**config.mk**
```make
export PLATFORM = sky130hd
export DESIGN_NAME = k053327_io_responder
export DESIGN_NICKNAME = d
export VERILOG_FILES = /design/src/rtl/k053327_io_responder.sv
export SDC_FILE = /design/constraint.sdc
export NUM_CORES = 1
export LEC_CHECK = 0
export ABC_AREA = 1
export CAP_MARGIN = 20
export CORE_MARGIN = 1
export CORE_UTILIZATION = 40
export DETAILED_ROUTE_END_ITERATION = 16
export GPL_ROUTABILITY_DRIVEN = 0
export GPL_TIMING_DRIVEN = 0
export PLACE_DENSITY = 0.77
export SLEW_MARGIN = 20
export SYNTH_ARGS = -nofsm -noshare
export SYNTH_HDL_FRONTEND = slang
export SYNTH_SLANG_ARGS = --single-unit
```
**constraint.sdc**
```tcl
create_clock -name clk -period 2.46 [get_ports clk]
set_clock_uncertainty 0.1 [all_clocks]
set_input_delay 0.369 -clock clk [delete_from_list [all_inputs] [get_ports clk]]
set_output_delay 0.369 -clock clk [all_outputs]
set_load 0.05 [all_outputs]
```
**src/rtl/k053327_io_responder.sv**
```systemverilog
// k053327 I/O window responder: input/DIP reads, ctrl/sound-command writes, sound IRQ pulse; reads valid 1 clk after IOCS falls, no backpressure.
// Optional watchdog built only when WATCHDOG_EN is defined; otherwise wdt_reset is tied low.
module k053327_io_responder #(
  parameter int IRQ_CYCLES = 32,
  parameter int WDT_CYCLES = 2**20,
  parameter int WDT_PULSE  = 16
) (
  input  logic       clk,
  input  logic       reset_n,
  input  logic       iocs_n,
  input  logic       rw,
  input  logic [3:0] addr,
  input  logic [7:0] din,
  output logic [7:0] dout,
  output logic       dout_oe,
  input  logic [7:0] in_sys,
  input  logic [7:0] in_p1,
  input  logic [7:0] in_p2,
  input  logic [7:0] dsw1,
  input  logic [7:0] dsw2,
  input  logic [7:0] dsw3,
  output logic [7:0] ctrl,
  output logic [7:0] sound_cmd,
  output logic       sound_irq,
  output logic       wdt_reset
);

  if (IRQ_CYCLES < 1 || IRQ_CYCLES > 255) begin : g_bad_irq_cfg
    $error("IRQ_CYCLES must be within 1..255");
  end
  if (WDT_CYCLES < 2 || WDT_PULSE < 1) begin : g_bad_wdt_cfg
    $error("WDT_CYCLES must be >= 2 and WDT_PULSE >= 1");
  end

  logic       cs_q;
  logic       start;
  logic       rd_stb;
  logic       wr_stb;
  logic [7:0] rd_mux;
  logic [7:0] irq_cnt;

  // One strobe per low period of iocs_n: cs_q is the previous-cycle select level.
  assign start   = ~iocs_n & cs_q;
  assign rd_stb  = start & rw;
  assign wr_stb  = start & ~rw;
  assign dout_oe = rw & ~cs_q;

  always_comb begin
    rd_mux = 8'hFF;
    case (addr)
      4'h0:    rd_mux = in_sys;
      4'h1:    rd_mux = in_p1;
      4'h2:    rd_mux = in_p2;
      4'h3:    rd_mux = dsw3;
      4'h4:    rd_mux = dsw1;
      4'h5:    rd_mux = dsw2;
      default: rd_mux = 8'hFF;
    endcase
  end

  always_ff @(posedge clk or negedge reset_n) begin
    if (!reset_n) begin
      cs_q      <= 1'b1;
      dout      <= 8'hFF;
      ctrl      <= 8'h00;
      sound_cmd <= 8'h00;
      sound_irq <= 1'b0;
      irq_cnt   <= 8'h00;
    end else begin
      cs_q <= iocs_n;
      if (rd_stb) dout <= rd_mux;
      if (wr_stb && addr == 4'h8) ctrl <= din;
      // A command write restarts the pulse with no gap, even mid-pulse.
      if (wr_stb && addr == 4'hC) begin
        sound_cmd <= din;
        sound_irq <= 1'b1;
        irq_cnt   <= 8'(IRQ_CYCLES - 1);
      end else if (sound_irq) begin
        if (irq_cnt == 8'h00) sound_irq <= 1'b0;
        else                  irq_cnt   <= irq_cnt - 8'h01;
      end
    end
  end

`ifdef WATCHDOG_EN
  localparam int WDT_W = ($clog2(WDT_CYCLES) > 20) ? $clog2(WDT_CYCLES) : 20;
  localparam int PLS_W = $clog2(WDT_PULSE + 1);

  logic             kick;
  logic [WDT_W-1:0] wdt_cnt;
  logic [PLS_W-1:0] pulse_cnt;

  assign kick = wr_stb && addr == 4'h0;

  // The timeout counter is held at zero while the pulse runs, then restarts.
  always_ff @(posedge clk or negedge reset_n) begin
    if (!reset_n) begin
      wdt_cnt   <= '0;
      pulse_cnt <= '0;
      wdt_reset <= 1'b0;
    end else begin
      if (wdt_reset) begin
        if (pulse_cnt == PLS_W'(1)) wdt_reset <= 1'b0;
        pulse_cnt <= pulse_cnt - PLS_W'(1);
      end
      if (kick || wdt_reset) begin
        wdt_cnt <= '0;
      end else if (wdt_cnt == WDT_W'(WDT_CYCLES - 1)) begin
        wdt_cnt   <= '0;
        wdt_reset <= 1'b1;
        pulse_cnt <= PLS_W'(WDT_PULSE);
      end else begin
        wdt_cnt <= wdt_cnt + WDT_W'(1);
      end
    end
  end
`else
  assign wdt_reset = 1'b0;
`endif

endmodule

```
== Word level (Yosys, flattened, before mapping) ==
Cells that the tools add are included.

* Bits in latches: 0
* Word-level logic and storage cells: 35
* ROM bits: 0
* Memories kept: 0
* Output and inout port bits: 27
* RAM bits: 0
* Register bits after elaboration: 34
* Input bits: 64

* $lt $le $gt $ge: 0
* Divide/modulo/power cells: 0
* $add $sub $neg: 1
* Equality and inequality tests: 8
* Bitwise logic cells: 7
* Shift-type cells: 0
* Reductions and logical operators: 6
* Muxes and demuxes: 7
* $mul: 0

{| class="wikitable"
|+ Operators with widths
! operator !! number
|-
| one-hot mux 8 bit (6 select lines) || 1
|-
| two-way mux 8 bit || 3
|-
| equality test 4 x 2 -> 1 bit, second input constant || 2
|-
| equality test 4 x 3 -> 1 bit, second input constant || 2
|-
| equality test 4 bit, second input constant || 2
|-
| logical NOT 8 bit || 1
|-
| subtractor 8 x 1 -> 8 bit, second input constant || 1
|-
| bitwise AND 1 bit || 4
|-
| equality test 4 x 1 -> 1 bit, second input constant || 1
|-
| logical NOT 4 bit || 1
|-
| two-way mux 1 bit || 3
|-
| NOT 1 bit || 3
|-
| logical AND 1 bit || 2
|-
| != test 2 bit, second input constant || 1
|-
| AND reduction 2 bit || 1
|-
| nonzero test 2 bit || 1
|}

== Longest topological paths before layout ==
* Word-level depth: 6
* Depth in mapped cells: 10
* Depth with buffers taken out: 10

== Worst setup path after synthesis ==
No wires, ideal clock.

* Kind: in2out
* Start point: in rw
* End point: out dout_oe
* Buffers on the path: 0
* Arrival time: 1.035 ns
* Required time: 1.991 ns
* Stages: 2
* Slack: 0.956 ns
* Cells stage by stage: inv_1 > nor2_1

* Longest elaborated chain between the ends: 1

{| class="wikitable"
|+ Ends and longest elaborated chain
! item !! line !! text
|-
| start, declared || 11 || <nowiki>input logic rw,</nowiki>
|-
| bitwise AND 1 bit || 46 || <nowiki>assign dout_oe = rw & ~cs_q;</nowiki>
|-
| end, declared || 15 || <nowiki>output logic dout_oe,</nowiki>
|}

Every way passes these cells.

== Worst setup path after layout ==
Same ends and word-level chain as after synthesis.

==> impl_metrics.env <==
export IMPL_outcome="complete, no violations"
export IMPL_grt_pass1_vias=2085
export IMPL_drt_wl_total_um=5580
export IMPL_p_per_area_nw_per_um2=676
export IMPL_setup_slack_ps=124
export IMPL_pin_count=91
export IMPL_route_detailed_drc=0
export IMPL_crit_family="buffers and inverters"
export IMPL_die_w_um=75.2
export IMPL_antenna_found_initial=0
export IMPL_worstHoldPathType="flip-flop to flip-flop"
export IMPL_grt_overflow_total=0
export IMPL_layout_common_cells="clkdlybuf4s50_1, nand3_1, nand2_1, inv_1, nor2_1"
export IMPL_setup_violations_final=0
export IMPL_min_period_ps=2340
export IMPL_antenna_left=0
export IMPL_ys_seq_area_frac=0.402
export IMPL_post_cts_resized=0
export IMPL_drtIter0Drc=89
export IMPL_endpoint_kind="primary output"
export IMPL_wire_per_inst_um=12.2
export IMPL_worstPathRequired_ps=1990
export IMPL_cpMostUsedCell="clkdlybuf4s50_1"
export IMPL_initial_core_util=0.417
export IMPL_critical_path_class="primary input to primary output"
export IMPL_crit_slowest_cell="clkdlybuf4s50_1"
export IMPL_fp_coreArea_um2=5140
export IMPL_cts_tree="yes"
export IMPL_port_buffers=89
export IMPL_hpwl_um=4430
export IMPL_cts_sinks=34
export IMPL_grt_pass1_wl_um=9160
export IMPL_syn_avg_cell_area_um2=7.42
export IMPL_postCtsSetupRepairBufs=0
export IMPL_netlist_area_um2=2140
export IMPL_clkLatencyLatePin_ps=290
export IMPL_startpoint_type="primary input"
export IMPL_max_cap_violations=0
export IMPL_hold_violations=0
export IMPL_diodes=0
export IMPL_worstMarginPinSlew_ps=517
export IMPL_fin_nets=452
export IMPL_viasPerCell=4.77
export IMPL_final_max_slew_viol_count=0
export IMPL_die_height_um=75.2
export IMPL_cp_cell_sequence="clkdlybuf4s50_1, inv_1, nor2_1, clkdlybuf4s50_1"
export IMPL_synth_seq_cells=34
export IMPL_slowest_delay_ps=810
export IMPL_vdd_drop_max_mv=0.454
export IMPL_fin_setup_tns_ps=0
export IMPL_synthCells=289
export IMPL_period_share=0.949
export IMPL_critPathBufInv=3
export IMPL_clk_path_buf_depth=2
export IMPL_slew_headroom=0.655
export IMPL_cts_root_buffer="clkbuf_8"
export IMPL_pre_cts_slack_ps=127
export IMPL_die_area_um2=5660
export IMPL_cts_clk_slew_worst_paths_ps=70
export IMPL_nFillCells=475
export IMPL_max_freq_mhz=428
export IMPL_syn_num_nets=354
export IMPL_grt_max_degree=24
export IMPL_dr_pass1_iters=4
export IMPL_final_util=0.632
export IMPL_num_vias=2184
export IMPL_cts_buffers=5
export IMPL_synth_distinct_cells=27
export IMPL_grtUsageTotal=0.215
export IMPL_htreeDepth=2
export IMPL_yosys_warnings=0
export IMPL_final_common_cell="clkdlybuf4s50_1"
export IMPL_rsz0062_at_grt="no"
export IMPL_final_layout_size_suffix_gt1_frac=0.152
export IMPL_area_growth_pct=51.6
export IMPL_multi_input_area_um2=1020
export IMPL_seq_area_um2=862
export IMPL_p_leak_nw=1.57
export IMPL_cp_max_fo=3
export IMPL_cp_arrival_ps=1870
export IMPL_rows=26
[report_power, final]
part	total (mW)	leakage [nW]	internal, mW	switching, mW
Combinational	0.971	1.10	0.375	0.597
Sequential	0.792	0.420	0.703	0.0891
Clock	0.434	0.0472	0.225	0.210
[flip-flops by register name, summed over array words and instances (netlist names)]
register / cells
cs_q: 1
ctrl: 8
dout: 8
irq_cnt: 8
sound_cmd: 8
sound_irq: 1
[layout make-up]
type / instances / area share
multi-input combinational: 198 / 0.313
timing repair buffer: 91 / 0.284
sequential: 34 / 0.265
inverter: 47 / 0.0543
buffer: 10 / 0.0270
tap: 70 / 0.0270
clock buffer: 6 / 0.0254
clock inverter: 2 / 0.00385
[synthesized netlist by cell type, drive strengths merged]
cell	instances	area share
nand2	63	0.12
nand3	62	0.15
inv	47	0.082
nor2	37	0.085
dfrtp	25	0.29
o21ai	21	0.065
buf	9	0.039
dfstp	9	0.11
nand4	7	0.027
a21boi	2	0.0070
a21oi	2	0.0064
and3	1	0.0029
clkbuf	1	0.0017
conb	1	0.0017
ha	1	0.0058
nor3	1	0.0023
[what timing repair did]
| action | 4_1_cts | 5_1_grt |
|---|---|---|
| hold buffers | 1 | 0 |
| setup endpoints to repair | 0 | 0 |
| hold endpoints to repair | 11 | 0 |
[final timing paths]
| check | cells after the start | startpoint | slack (ps) | endpoint |
|---|---|---|---|---|
| max | 4 | rw | 120 | dout_oe |
| min in group asynchronous | 2 | reset_n | 410 | ctrl[5] |
| max reg2reg | 9 | irq_cnt[0] | 830 | irq_cnt[1] |
| max in group asynchronous | 3 | reset_n | 1350 | dout[5] |
| min reg2reg | 2 | ctrl[6] | 390 | ctrl[6] |
| min | 2 | ctrl[6] | 390 | ctrl[6] |
[per-stage QoR]
| stage | hold slack, ps | area (um2) | instances | power (mW) |
|---|---|---|---|---|
| after floorplan | -26.6 | 2140 | 289 | 1.42 |
| after global placement | 372 | 3120 | 448 | 1.74 |
| after detailed placement | 187 | 3140 | 449 | 1.77 |
| after CTS | 393 | 3250 | 458 | 2.21 |
| after global routing | 409 | 3250 | 458 | 2.37 |
| final | 390 | 3250 | 458 | 2.20 |
[kinds of logic after synthesis]
kind of cell | count (synthesis) | share of synthesized area
and+or+nand+nor | 171 | 0.389
buffers and inverters | 57 | 0.123
DFF | 34 | 0.402
AOI/OAI and AO/OA | 25 | 0.0782
adders and majority gates | 1 | 0.00584
other | 1 | 0.00175
[layer usage]
layer  vias up  GRT usage  part of all wire
li1       1112          -                 -
met1       994      0.268              0.44
met2        69      0.362              0.48
met3         9     0.0629             0.062
met4         0     0.0658             0.018
met5         -          0                 0
[worst reg2reg max path, stage by stage, from the launching register on]
cell     delay [ps]
dfrtp_1         400
inv_1            90
ha_1            170
inv_1            50
nor2_1           80
nand2_1         120
o21ai_2         250
nand2_2         120
nand2_1          70
o21ai_0          70
Note: power is estimated with default switching activity, not from simulation.
